===== config.mk =====
export PLATFORM = sky130hd
export DESIGN_NAME = bus_arbiter
export DESIGN_NICKNAME = d
export VERILOG_FILES = /design/src/rtl/bus_arbiter_pkg.sv /design/src/rtl/bus_arbiter_rr.sv /design/src/rtl/bus_arbiter.sv
export SDC_FILE = /design/constraint.sdc
export NUM_CORES = 1
export LEC_CHECK = 0
export CAP_MARGIN = 20
export CORE_ASPECT_RATIO = 0.7
export CORE_MARGIN = 3
export CORE_UTILIZATION = 38
export CTS_BUF_LIST = sky130_fd_sc_hd__clkbuf_16
export DETAILED_ROUTE_END_ITERATION = 12
export PLACE_DENSITY_LB_ADDON = 0.05
export SKIP_LAST_GASP = 1
export SYNTH_ARGS = -nofsm -noshare
export SYNTH_HDL_FRONTEND = slang
export SYNTH_SLANG_ARGS = --single-unit

===== constraint.sdc =====
create_clock -name clk -period 4.8 [get_ports clk]
set_input_delay 0.72 -clock clk [delete_from_list [all_inputs] [get_ports clk]]
set_output_delay 0.72 -clock clk [all_outputs]
set_load 0.03 [all_outputs]

===== src/rtl/bus_arbiter_pkg.sv =====
// Shared types and constants for the two-master bus arbiter.
package bus_arbiter_pkg;

  localparam int DATA_W = 32;
  localparam int STRB_W = 4;

  typedef enum logic [1:0] {
    IDLE = 2'd0,
    BUSY = 2'd1,
    DONE = 2'd2
  } state_t;

  localparam logic [DATA_W-1:0] ERR_RDATA_DEFAULT = 32'hFFFF_FFFF;

endpackage


===== src/rtl/bus_arbiter_rr.sv =====
// Combinational two-way round-robin pick: one-hot select among valid requesters.
module bus_arbiter_rr
  import bus_arbiter_pkg::*;
(
  input  logic [1:0] valid,
  input  logic       prio,
  output logic [1:0] sel
);

  // prio=0 favours m0, prio=1 favours m1; only matters when both request
  always_comb begin
    sel = 2'b00;
    case (valid)
      2'b01:   sel = 2'b01;
      2'b10:   sel = 2'b10;
      2'b11:   sel = prio ? 2'b10 : 2'b01;
      default: sel = 2'b00;
    endcase
  end

endmodule


===== src/rtl/bus_arbiter.sv =====
// Two-master to one-peripheral arbiter with round-robin grant and a BUSY-state
// timeout that returns ERR_RDATA to the owner if the peripheral never answers.
module bus_arbiter
  import bus_arbiter_pkg::*;
#(
  parameter int                TIMEOUT   = 16,
  parameter logic [DATA_W-1:0] ERR_RDATA = ERR_RDATA_DEFAULT
) (
  input  logic              clk,
  input  logic              reset,
  input  logic              m0_valid,
  output logic              m0_ready,
  input  logic [STRB_W-1:0] m0_wstrb,
  input  logic [DATA_W-1:0] m0_addr,
  input  logic [DATA_W-1:0] m0_wdata,
  output logic [DATA_W-1:0] m0_rdata,
  input  logic              m1_valid,
  output logic              m1_ready,
  input  logic [STRB_W-1:0] m1_wstrb,
  input  logic [DATA_W-1:0] m1_addr,
  input  logic [DATA_W-1:0] m1_wdata,
  output logic [DATA_W-1:0] m1_rdata,
  output logic              s_valid,
  input  logic              s_ready,
  output logic [STRB_W-1:0] s_wstrb,
  output logic [DATA_W-1:0] s_addr,
  output logic [DATA_W-1:0] s_wdata,
  input  logic [DATA_W-1:0] s_rdata,
  output logic [1:0]        grant,
  output logic              timeout
);

  localparam int              CNT_W    = $clog2(TIMEOUT + 1);
  localparam logic [CNT_W-1:0] CNT_LAST = CNT_W'(TIMEOUT - 1);
  localparam logic [CNT_W-1:0] CNT_MAX  = CNT_W'(TIMEOUT);

  state_t            state;
  logic              prio;
  logic [CNT_W-1:0]  cnt;
  logic [1:0]        pick;
  logic              finish;
  logic [DATA_W-1:0] rsp;

  function automatic logic [CNT_W-1:0] sat_inc(input logic [CNT_W-1:0] v);
    return (v == CNT_MAX) ? v : v + 1'b1;
  endfunction

  bus_arbiter_rr u_rr (
    .valid ({m1_valid, m0_valid}),
    .prio  (prio),
    .sel   (pick)
  );

  // A ready on the expiring cycle wins over the timeout
  assign finish = s_ready || (cnt == CNT_LAST);
  assign rsp    = s_ready ? s_rdata : ERR_RDATA;

  always_ff @(posedge clk or posedge reset) begin
    if (reset) begin
      state    <= IDLE;
      prio     <= 1'b0;
      cnt      <= '0;
      s_valid  <= 1'b0;
      s_wstrb  <= '0;
      s_addr   <= '0;
      s_wdata  <= '0;
      m0_ready <= 1'b0;
      m1_ready <= 1'b0;
      m0_rdata <= '0;
      m1_rdata <= '0;
      grant    <= 2'b00;
      timeout  <= 1'b0;
    end else begin
      m0_ready <= 1'b0;
      m1_ready <= 1'b0;
      timeout  <= 1'b0;
      case (state)
        IDLE: begin
          if (|pick) begin
            grant   <= pick;
            s_valid <= 1'b1;
            s_wstrb <= pick[1] ? m1_wstrb : m0_wstrb;
            s_addr  <= pick[1] ? m1_addr  : m0_addr;
            s_wdata <= pick[1] ? m1_wdata : m0_wdata;
            cnt     <= '0;
            prio    <= pick[0];
            state   <= BUSY;
          end
        end
        BUSY: begin
          if (finish) begin
            s_valid <= 1'b0;
            timeout <= !s_ready;
            if (grant[1]) begin
              m1_rdata <= rsp;
              m1_ready <= 1'b1;
            end else begin
              m0_rdata <= rsp;
              m0_ready <= 1'b1;
            end
            state <= DONE;
          end else begin
            cnt <= sat_inc(cnt);
          end
        end
        DONE: begin
          grant <= 2'b00;
          state <= IDLE;
        end
        default: state <= IDLE;
      endcase
    end
  end

endmodule


After elaboration in Yosys (flattened, before gate mapping)
Index checks and enable logic that the tools add are counted.
- flip-flop bits (word level): 146
- logic and storage cells: 65
- add/subtract/negate cells: 1
- eq/ne operators: 11
- multiplexer cells: 26
- bitwise gates (word level): 1
- reductions and logical operators: 13
- operators with widths (cell ; number):
    2-to-1 mux 32 bit ; 3
    2-to-1 mux 5 bit ; 3
    2-to-1 mux 1 bit ; 10
    case mux 5 bit (2 select lines) ; 1
    AND reduction 3 bit ; 3
    2-to-1 mux 2 bit ; 4
    inequality test 2 bit, second input constant ; 4
    case mux 2 bit (2 select lines) ; 2
    == test 2 bit, second input constant ; 3
    case mux 2 bit (3 select lines) ; 1
    AND reduction 2 bit ; 3
    adder 5 x 1 -> 5 bit, second input constant ; 1
    == test 5 x 4 -> 1 bit, second input constant ; 1
    == test 5 bit, second input constant ; 1
    == test 2 x 1 -> 1 bit, second input constant ; 2
    2-to-1 mux 4 bit ; 1
    AND reduction 4 bit ; 1
    nonzero test 2 bit ; 2
    logical NOT 2 bit ; 1
    case mux 1 bit (2 select lines) ; 1
    OR reduction 2 bit ; 1
    logical NOT 1 bit ; 1
    logical OR 1 bit ; 1
    inverter 1 bit ; 1

Longest topological paths before layout
Gate-level depths: netlist (run 1).
- depth in word-level cells: 5
- gate-level depth with buffers: 7

Modules after synthesis
From an unflattened synthesis (run 1), not the netlist that was laid out.
- cell total of the unflattened synthesis: 605
- area total of the unflattened synthesis: 6348.6 um^2
- by module, submodules not included (module ; instances ; cells each ; area each (um^2) ; seq. area each (um^2)):
    bus_arbiter ; 1 ; 602 ; 6329.8 ; 3653.5
    bus_arbiter_rr ; 1 ; 3 ; 18.8 ; 0.0

Worst setup path before layout (run 1)
No wires, ideal clock.
- path type: register -> register
- start point: register cnt[0]
- end point: register cnt[1]
- library setup time: 0.125 ns
- data arrival time: 1.885 ns
- data required time: 4.675 ns
- setup slack: 2.790 ns
- cell stages (with the launch flop): 7
- clock period less this slack: 2.010 ns
- path through: dfrtp_1 -> ha_1 -> and3_1 -> ha_1 -> nor4b_2 -> o31a_1 -> mux2_2
- word-level cells in the longest chain between the ends: 4
- elaborated cells on any way between the ends: 10
- ends and longest elaborated chain (element ; line ; RTL):
    start: declaration ; bus_arbiter.sv:39 ; logic [CNT_W-1:0] cnt;
    start signal: assignment ; bus_arbiter.sv:103 ; cnt <= sat_inc(cnt);
    adder 5 x 1 -> 5 bit or == test 5 x 4 -> 1 bit (tied branches) ; bus_arbiter.sv:45, bus_arbiter.sv:55 ;
    2-to-1 mux 5 bit or logical OR 1 bit (tied branches) ; bus_arbiter.sv:45, bus_arbiter.sv:55 ;
    2-to-1 mux 5 bit or inequality test 2 bit (tied branches) ; n/a ;
    case mux 5 bit (2 select lines) or AND reduction 4 bit (tied branches) ; n/a ;
Several ways; a longest one is shown, not always the timed one. The select of a mux whose other input is x is not followed.
A chain may end at the register's enable or synchronous reset.

Final worst setup path (run 1)
- start point: input port s_ready
- end point: register m1_rdata[14]
- word-level cells in the longest chain between the ends: 2
- elaborated cells on any way between the ends: 3
- ends and longest elaborated chain (element ; line ; RTL):
    start: declaration ; bus_arbiter.sv:24 ; input logic s_ready,
    logical OR 1 bit ; bus_arbiter.sv:55 ; assign finish = s_ready || (cnt == CNT_LAST);
    AND reduction 3 bit (no line) ; n/a ;
    end signal: assignment ; bus_arbiter.sv:95 ; m1_rdata <= rsp;
    end: declaration ; bus_arbiter.sv:22 ; output logic [DATA_W-1:0] m1_rdata,
Several ways; a longest one is shown, not always the timed one.

==> results of run 1 <==
-- power breakdown --
group | leakage (nW) | internal [mW] | switching (mW)
Clock | 0.275 | 0.769 | 0.529
Combinational | 2.12 | 1.57 | 2.12
Sequential | 1.62 | 1.79 | 0.347
Total | 4.01 | 4.13 | 3.00
-- through the flow --
| stage | cells | cell area [um2] | hold slack, ns |
|---|---|---|---|
| 2_1_floorplan | 629 | 6720 | 0.477 |
| 3_3_place_gp | 1113 | 9900 | 0.469 |
| 3_5_place_dp | 1113 | 9900 | 0.478 |
| 4_1_cts | 1145 | 10500 | 0.492 |
| 5_1_grt | 1147 | 10500 | 0.511 |
| 6_report | 1147 | 10500 | 0.494 |
-- worst paths after layout --
check	startpoint	end	slack, ns	depth (start not counted)
setup reg to reg	cnt[0]$_DFFE_PP0P_	m1_rdata[14]$_DFFE_PP0P_	2.46	7
setup / recovery	s_ready	m1_rdata[14]$_DFFE_PP0P_	2.30	6
max in group asynchronous	reset	s_addr[22]$_DFFE_PP0P_	3.04	3
min in group asynchronous	reset	m0_rdata[14]$_DFFE_PP0P_	0.81	2
hold / removal	m0_rdata[31]$_DFFE_PP0P_	m0_rdata[31]$_DFFE_PP0P_	0.49	1
hold reg to reg	m0_rdata[31]$_DFFE_PP0P_	m0_rdata[31]$_DFFE_PP0P_	0.49	1
-- placed cells by master (no fill, tap or decap), types with 2 or more instances in the layout --
master           count
a21oi_1             70
a31oi_1             68
buf_12               2
buf_4               11
bufinv_16            2
clkbuf_16           17
clkdlybuf4s50_1    309
clkinv_1             3
clkinv_4             3
clkinvlp_4           3
dfrtp_1            146
ha_1                 3
inv_1                6
inv_6                4
mux2_1               4
mux2_2              52
mux2_4               9
mux2i_1              3
nand2_1              5
nand2b_1            28
nand2b_2             2
nand3_1             69
nor2_1               2
nor2_4               2
o21ai_0             74
o21ai_1              3
or2_2                2
or2b_1               4
-- logic make-up after synthesis --
| logic type | count (synthesis) | share of synthesized area |
|---|---|---|
| and+or+nand+nor | 123 | 0.105 |
| muxes | 68 | 0.118 |
| buffers and inverters | 69 | 0.0481 |
| adders and majority gates | 3 | 0.00559 |
| DFF | 146 | 0.544 |
| AOI/OAI and AO/OA | 220 | 0.179 |
-- sequential cells by signal, indices dropped and copies added, names as in the netlist, 2 cells and up --
name      count
grant         2
cnt           5
s_wdata      32
state         2
s_wstrb       4
m1_rdata     32
m0_rdata     32
s_addr       32
-- cells in the mapped netlist, types with 5 or more instances --
cell type	count	share of area
buf_6	6	0.010
nand2b_1	29	0.027
buf_2	8	0.0060
a31oi_1	68	0.063
o21ai_0	74	0.055
clkbuf_1	44	0.025
nand2_1	5	0.0028
mux2_4	9	0.020
mux2_2	52	0.087
dfrtp_1	146	0.54
a21oi_1	70	0.052
nand3_1	69	0.051
inv_1	7	0.0039
-- layout make-up --
cell class,count,area [um2]
clock buffers,17,425
clock inverters,15,158
fillers,1373,6260
inverters,7,31.3
multi-input cells,414,2760
flip-flops and latches,146,3650
well taps,225,282
repair buffers,323,3220
-- critical path: stages --
cell and delay (ns):
clkdlybuf4s50_1 0.46, buf_4 0.37, nor2_2 0.16, nor3b_4 0.20
buf_4 0.46, mux2_2 0.40
-- routing by layer --
layer / track usage / wire, um / vias to the layer above
met5: 0 / 0 / -
met4: 0.0777 / 440 / 0
met3: 0.0742 / 1990 / 31
met2: 0.372 / 10800 / 291
met1: 0.286 / 9030 / 3001
li1: - / - / 2862
==> run_results.csv, run 1 <==
group,metric,value,unit
route,drc_errors,0,
worst_setup_path,startpoint_type,"input port",
logic_synthesis,synth_ff_type,"dfrtp_1",
outcome,status,"completed",
clocking,cts_num_sinks,146,
grt,grt_pass1_vias,6455,
route,firstDrtPassIters,5,
hold_path,hold_class,"reg2reg",
final_layout,final_nets,1085,
final_layout,final_layout_size_suffix_gt1_frac,0.126,
floorplan,num_rows,39,
clocking,htreeDepth,4,
floorplan,chipWidth,165,um
clocking,insertion_delay,0.42,ns
logic_synthesis,yosysWarnings,0,
clocking,clkTransAtPathRegs,0.06,ns
grt,antenna_found_initial,0,
sta,fmax,400,MHz
power,powerDensity,678,nW/um2
clocking,clockBufferDepth,2,
clocking,numCtsBuffers,17,
grt,globalRouteOverflowTotal,0,
sta,hold_viol,0,
worst_setup_path,path_class,"in2reg",
power,finalPower,7.13,mW
route,vias,6185,
power,p_leak,4.01,nW
clocking,cts_root_buf,"clkbuf_16",
final_layout,final_util,0.627,
placement,dp_slack,1.80,ns
worst_setup_path,critPathMaxFanout,36,
floorplan,die_y,117,um
final_layout,n_antenna_cell,0,
power,peakVddDrop,0.387,mV
sta,fin_crit,2.50,ns
floorplan,fp.dieArea,19300,um2
grt,grt_usage,0.227,
sta,relSlewSlack,0.434,
floorplan,ios,311,
sta,rsz0062_at_grt,"false",
floorplan,design.core.area,16800,um2
sta,slew_violations,0,
placement,io_buffers,310,
route,viasPerCell,5.39,
clocking,cts-hold-fix-buffers,0,
route,wl,22200,um
sta,fin_skew,0.00970,ns
final_layout,areaGrowthSynthToFinish,56.7,%
floorplan,initial_utilization,0.400,
clocking,cts_resized,0,
worst_setup_path,cp_data_arrival_time,2.80,ns
logic_synthesis,ys_seq_elements,146,
logic_synthesis,synth.distinct_cells,38,
sta,worst_pin_slew,0.849,ns
route,post_drt_wl_per_cell,19.4,um
grt,grt_max_degree,82,
job,cap_violations,0,
logic_synthesis,synth_edf_count,0,
sta,final.period_utilization,0.520,
sta,setup_slack,2.30,ns
clocking,cts_tree,"yes",
route,drtIter0Drc,554,
clocking,postCtsSetupBuffers,0,
logic_synthesis,netlist_instances,629,
worst_setup_path,critPathCaptureType,"flop",
route,ant_nets,0,
placement,routabilityCongestion,0.888,
sta,tns,0,ns
logic_synthesis,syn-cell-area,6720,um2
logic_synthesis,syn_nets,805,
logic_synthesis,syn_area_per_cell,10.7,um2
logic_synthesis,yosysSeqAreaShare,0.544,
logic_synthesis,synth-async-reset-ratio,1.00,
worst_setup_path,worstPathRequired,5.10,ns
grt,grt_first_pass_wirelength,34100,um
sta,setup_viol,0,
placement,hpwl,15300,um
Note: power is estimated with default switching activity, not from simulation.
==> run 2, diff against run 1 <==
- CORE_UTILIZATION: 38 -> 42
- clock period: 4.8 -> 2.5 ns (I/O delays scaled with it)
==> run_results.csv, run 2 (synthesized netlist as in run 1, its figures left out) <==
group,metric,value,unit
outcome,status,"completed",
sta,fmax,455,MHz
worst_setup_path,critPathMaxFanout,5,
sta,tns,0,ns
sta,final.period_utilization,0.878,
clocking,htreeDepth,4,
power,p_leak,4.01,nW
clocking,cts_resized,0,
final_layout,final_nets,1086,
sta,rsz0062_at_grt,"false",
hold_path,hold_class,"in2reg",
clocking,cts_tree,"yes",
floorplan,initial_utilization,0.431,
floorplan,ios,311,
worst_setup_path,worstPathRequired,2.79,ns
final_layout,final_layout_size_suffix_gt1_frac,0.129,
final_layout,areaGrowthSynthToFinish,57.0,%
route,drc_errors,0,
sta,worst_pin_slew,0.785,ns
power,peakVddDrop,0.716,mV
floorplan,fp.dieArea,17600,um2
sta,relSlewSlack,0.476,
clocking,cts-hold-fix-buffers,0,
grt,grt_usage,0.250,
sta,hold_viol,0,
clocking,cts_num_sinks,146,
final_layout,final_cell_mix,"clkdlybuf4s50_1, dfrtp_1, o21ai_0",
clocking,clkTransAtPathRegs,0.06,ns
power,powerDensity,1290,nW/um2
clocking,insertion_delay,0.41,ns
placement,hpwl,14800,um
floorplan,design.core.area,15600,um2
hold_path,hold_depth,3,
final_layout,n_antenna_cell,0,
worst_setup_path,rr_worst_depth,6,
route,vias,6205,
clocking,clockBufferDepth,2,
grt,antenna_found_initial,0,
sta,fin_skew,0.0106,ns
final_layout,mostFrequentLayoutCell,"clkdlybuf4s50_1",
floorplan,die_y,112,um
floorplan,chipWidth,157,um
worst_setup_path,path_class,"reg2reg",
route,wl,21900,um
sta,setup_viol,0,
clocking,postCtsSetupBuffers,0,
clocking,cts_root_buf,"clkbuf_16",
route,post_drt_wl_per_cell,19.5,um
final_layout,final_util,0.676,
sta,fin_crit,2.20,ns
route,drtIter0Drc,417,
clocking,numCtsBuffers,17,
grt,grt_pass1_vias,6448,
placement,routabilityCongestion,0.830,
route,ant_nets,0,
floorplan,num_rows,38,
worst_setup_path,cp_data_arrival_time,2.49,ns
worst_setup_path,startpoint_type,"flop",
sta,slew_violations,0,
route,firstDrtPassIters,4,
placement,io_buffers,310,
route,viasPerCell,5.53,
worst_setup_path,critPathCaptureType,"flop",
job,cap_violations,0,
grt,globalRouteOverflowTotal,0,
grt,grt_max_degree,147,
grt,grt_first_pass_wirelength,35000,um
## run 2: area by class of cell
| class | count | area (um2) |
|---|---|---|
| fillers | 1196 | 5050 |
| flip-flops and latches | 146 | 3650 |
| repair buffers | 324 | 3300 |
| multi-input cells | 414 | 2760 |
| clock buffers | 17 | 425 |
| well taps | 200 | 250 |
| clock inverters | 15 | 129 |
| inverters | 7 | 30.0 |
## run 2: critical path, cell delays in order (launching register included)
cell,delay (ns)
dfrtp_1,0.42
ha_1,0.24
and3_1,0.16
ha_1,0.23
nor4b_2,0.38
o31a_1,0.29
mux2_2,0.35
## run 2: power breakdown
group          internal [mW]  switching [mW]  total (mW)
logic                   3.07            4.11        7.18
clock network           1.30            1.09        2.39
registers               3.44           0.632        4.07
## run 2: final timing paths
kind / start / endpoint / slack (ns)
worst max-delay path: cnt[0]$_DFFE_PP0P_ / cnt[1]$_DFFE_PP0P_ / 0.30
worst min register to register: m1_rdata[22]$_DFFE_PP0P_ / m1_rdata[22]$_DFFE_PP0P_ / 0.49
worst max register to register: cnt[0]$_DFFE_PP0P_ / cnt[1]$_DFFE_PP0P_ / 0.30
max in group asynchronous: reset / s_addr[23]$_DFFE_PP0P_ / 1.38
worst min-delay path: m1_valid / s_wdata[21]$_DFFE_PP0P_ / 0.30
min in group asynchronous: reset / s_wdata[5]$_DFFE_PP0P_ / 0.55
## run 2: through the flow
| step | cell area [um2] | power, mW | hold slack [ns] | cells | setup WS (ns) |
|---|---|---|---|---|---|
| floorplan | 6720 | 8.16 | 0.477 | 629 | 0.292 |
| global placement | 9990 | 11.1 | 0.467 | 1091 | 0.423 |
| detailed placement | 9990 | 11.3 | 0.478 | 1091 | 0.313 |
| CTS | 10500 | 13.7 | 0.283 | 1123 | 0.293 |
| global route | 10500 | 14.4 | 0.309 | 1123 | 0.176 |
| finish | 10500 | 13.6 | 0.302 | 1123 | 0.304 |
## run 2: per-layer routing
layer	global-route usage	wire, um	vias to the layer above
met2	0.394	10400	300
met3	0.0862	1950	34
li1	-	-	2851
met1	0.324	8990	3020
met4	0.0879	544	0
met5	0	0	-
==> run 3, diff against run 2 <==
- CTS_BUF_LIST: sky130_fd_sc_hd__clkbuf_16 -> not set
- SLEW_MARGIN: not set -> 5
==> run_results.csv, run 3 (synthesized netlist as in run 1, its figures left out) <==
group,metric,value,unit
outcome,status,"completed",
clocking,htreeDepth,4,
grt,globalRouteOverflowTotal,0,
sta,relSlewSlack,0.477,
sta,fmax,456,MHz
clocking,cts_tree,"yes",
sta,final.period_utilization,0.878,
sta,whs,0.302,ns
final_layout,final_cell_mix,"clkdlybuf4s50_1, dfrtp_1, o21ai_0",
grt,grt_first_pass_wirelength,35000,um
floorplan,die_y,112,um
clocking,cts-hold-fix-buffers,0,
grt,grt_max_degree,147,
floorplan,initial_utilization,0.431,
floorplan,num_rows,38,
power,p_leak,4.02,nW
clocking,cts_num_sinks,146,
floorplan,fp.dieArea,17600,um2
sta,worst_pin_slew,0.784,ns
hold_path,hold_class,"in2reg",
sta,tns,0,ns
clocking,cts_root_buf,"clkbuf_16",
clocking,numCtsBuffers,17,
route,vias,6195,
placement,hpwl,14800,um
clocking,cts_resized,0,
final_layout,areaGrowthSynthToFinish,57.2,%
route,drc_errors,0,
route,post_drt_wl_per_cell,19.5,um
grt,grt_pass1_vias,6461,
clocking,insertion_delay,0.42,ns
worst_setup_path,critPathCaptureType,"flop",
worst_setup_path,startpoint_type,"flop",
final_layout,mostFrequentLayoutCell,"clkdlybuf4s50_1",
worst_setup_path,critPathMaxFanout,5,
final_layout,final_nets,1086,
grt,antenna_found_initial,0,
floorplan,design.core.area,15600,um2
worst_setup_path,path_class,"reg2reg",
clocking,postCtsSetupBuffers,0,
worst_setup_path,worstPathRequired,2.79,ns
sta,fin_crit,2.19,ns
route,drtIter0Drc,408,
sta,fin_skew,0.0117,ns
final_layout,final_util,0.677,
clocking,clockBufferDepth,2,
sta,slew_violations,0,
worst_setup_path,cp_data_arrival_time,2.49,ns
route,ant_nets,0,
power,powerDensity,1290,nW/um2
final_layout,final_layout_size_suffix_gt1_frac,0.130,
placement,io_buffers,310,
sta,setup_viol,0,
placement,routabilityCongestion,0.830,
route,wl,21900,um
sta,hold_viol,0,
power,peakVddDrop,0.717,mV
job,cap_violations,0,
grt,grt_usage,0.250,
route,viasPerCell,5.52,
clocking,clkTransAtPathRegs,0.06,ns
sta,rsz0062_at_grt,"false",
floorplan,chipWidth,157,um
floorplan,ios,311,
route,firstDrtPassIters,5,
final_layout,n_antenna_cell,0,
## run 3: final timing paths
| path | cells after the start | to | slack [ns] | from |
|---|---|---|---|---|
| setup reg to reg | 6 | cnt[1]$_DFFE_PP0P_ | 0.31 | cnt[0]$_DFFE_PP0P_ |
| hold / removal | 3 | grant[1]$_DFFE_PP0P_ | 0.30 | m1_valid |
| hold reg to reg | 1 | m1_rdata[22]$_DFFE_PP0P_ | 0.49 | m1_rdata[22]$_DFFE_PP0P_ |
| min in group asynchronous | 3 | s_wdata[5]$_DFFE_PP0P_ | 0.55 | reset |
| max in group asynchronous | 3 | s_wdata[25]$_DFFE_PP0P_ | 1.37 | reset |
| setup / recovery | 6 | cnt[1]$_DFFE_PP0P_ | 0.31 | cnt[0]$_DFFE_PP0P_ |
## run 3: critical path, cell delays in order, from the launching register on
cell     delay [ns]
dfrtp_1        0.42
ha_1           0.24
and3_1         0.16
ha_1           0.23
nor4b_2        0.38
o31a_1         0.29
mux2_2         0.35
## run 3: cell type report
class,count,area (um2)
clock buffers,18,439
repair buffers,324,3300
well taps,200,250
inverters,7,30.0
flip-flops and latches,146,3650
multi-input cells,414,2760
clock inverters,14,125
fillers,1191,5040
## run 3: routing by layer
layer / vias to the layer above / wire (um) / track usage
met3: 35 / 1920 / 0.0862
met2: 299 / 10400 / 0.394
met5: - / 0 / 0
met4: 0 / 548 / 0.0879
met1: 3009 / 8960 / 0.324
li1: 2852 / - / -
## run 3: power by group
group	switching, mW	leakage, nW	internal (mW)
clock network	1.09	0.265	1.33
logic	4.10	2.14	3.07
registers	0.632	1.62	3.44
## run 3: per-stage QoR
step | power [mW] | instances | worst slack (ns) | area, um2
2_1_floorplan | 8.16 | 629 | 0.292 | 6720
6_report | 13.7 | 1123 | 0.306 | 10600
3_5_place_dp | 11.3 | 1091 | 0.313 | 9990
3_3_place_gp | 11.1 | 1091 | 0.423 | 9990
5_1_grt | 14.4 | 1123 | 0.176 | 10600
4_1_cts | 13.8 | 1123 | 0.293 | 10600
